===== src/rtl/digit_serial_adder_pkg.sv =====
// Shared types and sizing helpers for the digit-serial adder.
// Optional overflow output: DIGIT_SERIAL_ADDER_OVERFLOW_EN.
package digit_serial_adder_pkg;

    typedef enum logic [1:0] {
        IDLE,
        RUN,
        DONE
    } state_t;

    function automatic int calc_nchunks(input int numbits, input int chunkbits);
        return numbits / chunkbits;
    endfunction

    function automatic int calc_cntw(input int nchunks);
        return (nchunks > 1) ? $clog2(nchunks) : 1;
    endfunction

endpackage


===== src/rtl/digit_serial_adder_chunk.sv =====
// Combinational W-bit ripple adder slice; also exposes the carry into
// its MSB so the top can derive signed overflow on the final chunk.
module chunk_adder #(
    parameter int W = 4
) (
    input  logic [W-1:0] a,
    input  logic [W-1:0] b,
    input  logic         cin,
    output logic [W-1:0] sum,
    output logic         cout,
    output logic         c_msb_in
);

    logic [W:0] c;

    always_comb begin
        c    = '0;
        sum  = '0;
        c[0] = cin;
        for (int i = 0; i < W; i++) begin
            sum[i]   = a[i] ^ b[i] ^ c[i];
            c[i + 1] = (a[i] & b[i]) | (c[i] & (a[i] ^ b[i]));
        end
    end

    assign cout     = c[W];
    assign c_msb_in = c[W-1];

endmodule


===== src/rtl/digit_serial_adder.sv =====
// Multi-cycle adder/subtractor, CHUNKBITS per clock, LSB chunk first.
// Define DIGIT_SERIAL_ADDER_OVERFLOW_EN to add the overflow output.
module digit_serial_adder
    import digit_serial_adder_pkg::*;
#(
    parameter int NUMBITS   = 16,
    parameter int CHUNKBITS = 4
) (
    input  logic               clk,
    input  logic               rst,
    input  logic               in_valid,
    output logic               in_ready,
    input  logic [NUMBITS-1:0] A,
    input  logic [NUMBITS-1:0] B,
    input  logic               carryin,
    input  logic               sub,
    output logic               out_valid,
    input  logic               out_ready,
    output logic [NUMBITS-1:0] result,
    output logic               carryout
`ifdef DIGIT_SERIAL_ADDER_OVERFLOW_EN
    ,
    output logic               overflow
`endif
);

    localparam int NCH = calc_nchunks(NUMBITS, CHUNKBITS);
    localparam int CW  = calc_cntw(NCH);
    localparam logic [CW-1:0] LAST = CW'(NCH - 1);

    state_t             state_q, state_d;
    logic [NUMBITS-1:0] opa_q, opa_d;
    logic [NUMBITS-1:0] opb_q, opb_d;
    logic [NUMBITS-1:0] acc_q, acc_d;
    logic [NUMBITS-1:0] res_q, res_d;
    logic [NUMBITS-1:0] acc_next;
    logic [CW-1:0]      cnt_q, cnt_d;
    logic               carry_q, carry_d;
    logic               cout_q, cout_d;
    logic               valid_q, valid_d;

    logic [CHUNKBITS-1:0] csum;
    logic                 ccout;

`ifdef DIGIT_SERIAL_ADDER_OVERFLOW_EN
    logic ovf_q, ovf_d;
    logic cmsb;
`else
    logic cmsb_unused;
`endif

    chunk_adder #(
        .W(CHUNKBITS)
    ) u_chunk (
        .a        (opa_q[CHUNKBITS-1:0]),
        .b        (opb_q[CHUNKBITS-1:0]),
        .cin      (carry_q),
        .sum      (csum),
        .cout     (ccout),
`ifdef DIGIT_SERIAL_ADDER_OVERFLOW_EN
        .c_msb_in (cmsb)
`else
        .c_msb_in (cmsb_unused)
`endif
    );

    assign in_ready  = (state_q == IDLE) && !rst;
    assign out_valid = valid_q;
    assign result    = res_q;
    assign carryout  = cout_q;
`ifdef DIGIT_SERIAL_ADDER_OVERFLOW_EN
    assign overflow  = ovf_q;
`endif

    // New chunk enters at the top so the last one lands in the MSBs.
    assign acc_next = (acc_q >> CHUNKBITS)
                    | (NUMBITS'(csum) << (NUMBITS - CHUNKBITS));

    always_comb begin
        state_d = state_q;
        opa_d   = opa_q;
        opb_d   = opb_q;
        acc_d   = acc_q;
        res_d   = res_q;
        cnt_d   = cnt_q;
        carry_d = carry_q;
        cout_d  = cout_q;
        valid_d = valid_q;
`ifdef DIGIT_SERIAL_ADDER_OVERFLOW_EN
        ovf_d   = ovf_q;
`endif
        unique case (state_q)
            IDLE: begin
                if (in_valid && in_ready) begin
                    // Subtract as A + ~B + ~borrow.
                    opa_d   = A;
                    opb_d   = sub ? ~B : B;
                    carry_d = carryin ^ sub;
                    cnt_d   = '0;
                    state_d = RUN;
                end
            end
            RUN: begin
                opa_d   = opa_q >> CHUNKBITS;
                opb_d   = opb_q >> CHUNKBITS;
                acc_d   = acc_next;
                carry_d = ccout;
                cnt_d   = cnt_q + 1'b1;
                if (cnt_q == LAST) begin
                    res_d   = acc_next;
                    cout_d  = ccout;
                    valid_d = 1'b1;
                    state_d = DONE;
`ifdef DIGIT_SERIAL_ADDER_OVERFLOW_EN
                    ovf_d   = cmsb ^ ccout;
`endif
                end
            end
            DONE: begin
                if (out_ready) begin
                    valid_d = 1'b0;
                    state_d = IDLE;
                end
            end
            default: state_d = IDLE;
        endcase
    end

    always_ff @(posedge clk) begin
        if (rst) begin
            state_q <= IDLE;
            opa_q   <= '0;
            opb_q   <= '0;
            acc_q   <= '0;
            res_q   <= '0;
            cnt_q   <= '0;
            carry_q <= 1'b0;
            cout_q  <= 1'b0;
            valid_q <= 1'b0;
`ifdef DIGIT_SERIAL_ADDER_OVERFLOW_EN
            ovf_q   <= 1'b0;
`endif
        end else begin
            state_q <= state_d;
            opa_q   <= opa_d;
            opb_q   <= opb_d;
            acc_q   <= acc_d;
            res_q   <= res_d;
            cnt_q   <= cnt_d;
            carry_q <= carry_d;
            cout_q  <= cout_d;
            valid_q <= valid_d;
`ifdef DIGIT_SERIAL_ADDER_OVERFLOW_EN
            ovf_q   <= ovf_d;
`endif
        end
    end

endmodule


===== config.mk =====
export PLATFORM = sky130hd
export DESIGN_NAME = digit_serial_adder
export DESIGN_NICKNAME = d
export VERILOG_FILES = /design/src/rtl/digit_serial_adder_pkg.sv /design/src/rtl/digit_serial_adder_chunk.sv /design/src/rtl/digit_serial_adder.sv
export SDC_FILE = /design/constraint.sdc
export NUM_CORES = 1
export LEC_CHECK = 0
export ABC_AREA = 1
export CORE_ASPECT_RATIO = 1.4
export CORE_MARGIN = 4
export CORE_UTILIZATION = 25
export CTS_CLUSTER_SIZE = 12
export DETAILED_ROUTE_END_ITERATION = 8
export PLACE_DENSITY = 0.51
export SYNTH_ARGS = -nofsm -noshare
export SYNTH_HDL_FRONTEND = slang
export SYNTH_SLANG_ARGS = --single-unit

===== constraint.sdc =====
create_clock -name clk -period 2.6 [get_ports clk]
set_input_delay 0.52 -clock clk [delete_from_list [all_inputs] [get_ports clk]]
set_output_delay 0.52 -clock clk [all_outputs]
set_load 0.02 [all_outputs]

==> results.sh <==
export IMPL_outcome="finished clean"
export IMPL_wl_per_cell_microns=11.7
export IMPL_finClkSkew_ns=0.00751
export IMPL_swShare=0.255
export IMPL_area_growth_syn_to_layout_pct=29.5
export IMPL_maxCapViolCount=0
export IMPL_crit_chain="clkdlybuf4s50_1 -> nor3_2 -> buf_4 -> clkdlybuf4s50_1"
export IMPL_synth_edff_count=0
export IMPL_slew_viol_final=0
export IMPL_finalNetCount=526
export IMPL_io_buffers=56
export IMPL_drtAntennaViolNets=0
export IMPL_final_cells=634
export IMPL_cts_tree="yes"
export IMPL_dp_cells=619
export IMPL_synth_fp_nets=479
export IMPL_avgSynthCellArea_sq_um=7.08
export IMPL_clk_latency_ns=0.32
export IMPL_synth_area_sq_mm=0.00309
export IMPL_finalSetupViolCount=0
export IMPL_core_rowCount=47
export IMPL_synth_seq_cells=67
export IMPL_slowest_stage="clkdlybuf4s50_1"
export IMPL_cts_max_path_buffers=2
export IMPL_critPathTopFamily="buffers and inverters"
export IMPL_grt_pass1_wl_mm=12.4
export IMPL_combPwrFrac=0.134
export IMPL_clk_pin_slew_ns=0.05
export IMPL_die_h_microns=140
export IMPL_post_cts_resized=0
export IMPL_power_w=0.00254
export IMPL_synth_area_leaders="dfxtp_1, nand2_1, nand3_1, a21oi_1, nor2_1"
export IMPL_die_area_sq_mm=0.0142
export IMPL_synth_common_cells="nand2_1, dfxtp_1, nand3_1"
export IMPL_cts_max_level=3
export IMPL_die_w_microns=102
export IMPL_critPathMostFrequentCell="clkdlybuf4s50_1"
export IMPL_worst_pin_slew_ns=0.498
export IMPL_crit_fanout=8
export IMPL_dp_hpwl_mm=5.12
export IMPL_dr_first_iter_drc_count=120
export IMPL_antennaDiodeCount=0
export IMPL_synthCells=436
export IMPL_ys_types=25
export IMPL_start_util=0.259
export IMPL_grt_max_degree=36
export IMPL_crit_arrival_ns=2.02
export IMPL_clockPowerShare=0.424
export IMPL_io_pin_count=57
export IMPL_vias=2797
export IMPL_yosysMostFrequentCell="nand2_1"
export IMPL_place_gp_congestion=0.720
export IMPL_max_freq_mhz=394
export IMPL_hp_class="flip-flop to flip-flop"
export IMPL_core_area_sq_mm=0.0119
export IMPL_postCtsHoldBufs=0
export IMPL_p_seq_frac=0.442
export IMPL_fin_setup_tns_ns=0
export IMPL_synth_top_area_frac=0.434
export IMPL_hold_viol=0
export IMPL_synthArstFlopShare=0
export IMPL_peakVddDrop_v=0.000255
export IMPL_rsz0062_at_grt="false"
export IMPL_antenna_found_initial=0
export IMPL_final_core_util=0.335
export IMPL_p_leak_nw=1.62
export IMPL_period_share=0.976
export IMPL_wl_mm=7.43
export IMPL_slew_headroom=0.668
export IMPL_drcViolationCount=0
export IMPL_firstDrtPassIters=4
export IMPL_critPathCaptureType="output pin"
export IMPL_synth_main_ff_cell="dfxtp_1"
export IMPL_required_ns=2.08
export IMPL_overflow=0
export IMPL_finalWorstPathRequiredPeriod_ns=2.54
export IMPL_synth_yosys_seq_area_share=0.434
export IMPL_power_switching_w=0.000647
export IMPL_grt_usage=0.109
export IMPL_yosys_warnings=0
export IMPL_root_buffer="clkbuf_16"
export IMPL_crit_buf_inv=3
export IMPL_synth_top_area_cell="dfxtp_1"
export IMPL_viasPerCell=4.41
export IMPL_postCtsSetupRepairBufs=0
export IMPL_clock_sinks=67
export IMPL_startpoint_type="input port"
export IMPL_power_density_mw_per_mm2=635
export IMPL_grt_pass1_vias=2665
export IMPL_internal_power_w=0.00189
export IMPL_cp_slowest_stage_delay_ns=0.61
export IMPL_drive_gt1_frac=0.0739
export IMPL_path_class="input port to output pin"
export IMPL_cts_buffers=9
[area by class of cell]
cell class,instances,area [sq um]
well taps,147,184
flip-flops and latches,67,1340
repair buffers,66,636
multi-input cells,311,1470
clock inverters,5,30.0
inverters,28,105
fillers,1293,7940
clock buffers,10,239
[power by group through the flow]
stage	Combinational (W)	Clock [W]	Sequential, W
floorplan	0.000236	0	0.00114
global placement	0.000340	0	0.00114
detailed placement	0.000345	0	0.00115
CTS	0.000346	0.00111	0.00112
global route	0.000388	0.00117	0.00113
finish	0.000339	0.00108	0.00112
[path summary, 6_finish.rpt]
kind | endpoint | slack [ns] | cells after the start | start
min reg2reg | opa_q[13] | 0.45 | 2 | opa_q[13]
max reg2reg | result[15] | 0.32 | 9 | opa_q[0]
max | in_ready | 0.06 | 4 | rst
min | opa_q[13] | 0.45 | 2 | opa_q[13]
[layout by cell type (no fill, tap or decap), types with 9 or more instances in the layout]
cell             instances
inv_1                   24
clkdlybuf4s50_1         56
nand3_1                 50
clkbuf_16                9
o21ai_0                 23
a21oi_1                 45
nand2_1                126
buf_4                   10
dfxtp_1                 67
nor2_1                  45
[state kept, by name, summed over array words and instances, names as in the netlist]
register   flops
opa_q         16
cnt_q          2
carry_q        1
opb_q         16
out_valid      1
carryout       1
result        16
state_q        2
acc_q         12
[through the flow]
stage / worst slack, ns / hold WS, ns / area [sq um]
5_1_grt: 0.0154 / 0.470 / 4000
3_5_place_dp: 0.0649 / 0.449 / 3730
6_report: 0.0637 / 0.448 / 4000
2_1_floorplan: 0.427 / 0.423 / 3090
4_1_cts: 0.0548 / 0.456 / 4000
3_3_place_gp: 0.0599 / 0.441 / 3730
[routing by layer]
metal,track usage,part of all wire,up-vias,wire length [microns]
met5,0,0,-,0
met4,0.0352,0.011,0,78
met3,0.0250,0.038,6,280
met2,0.184,0.51,43,3800
met1,0.135,0.44,1266,3260
li1,-,-,1482,-
[logic make-up (layout without fill, tap and decap cells)]
| family | count (synthesis) | in the layout | share of synthesized area |
|---|---|---|---|
| and+or+nand+nor | 230 | 230 | 0.316 |
| AOI/OAI and AO/OA | 72 | 72 | 0.118 |
| DFF | 67 | 67 | 0.434 |
| buffers and inverters | 58 | 109 | 0.0912 |
| adders and majority gates | 5 | 5 | 0.0300 |
| xor gates and xnor gates | 4 | 4 | 0.0113 |
[worst reg2reg max path, stage by stage (launching register included)]
cell and delay, ns:
dfxtp_1 0.33, fa_1 0.42, inv_1 0.07, fa_1 0.15, inv_1 0.04, fa_1 0.35
inv_1 0.07, fa_1 0.43, or2_1 0.25, a21oi_1 0.11
Note: power is estimated with default switching activity, not from simulation.
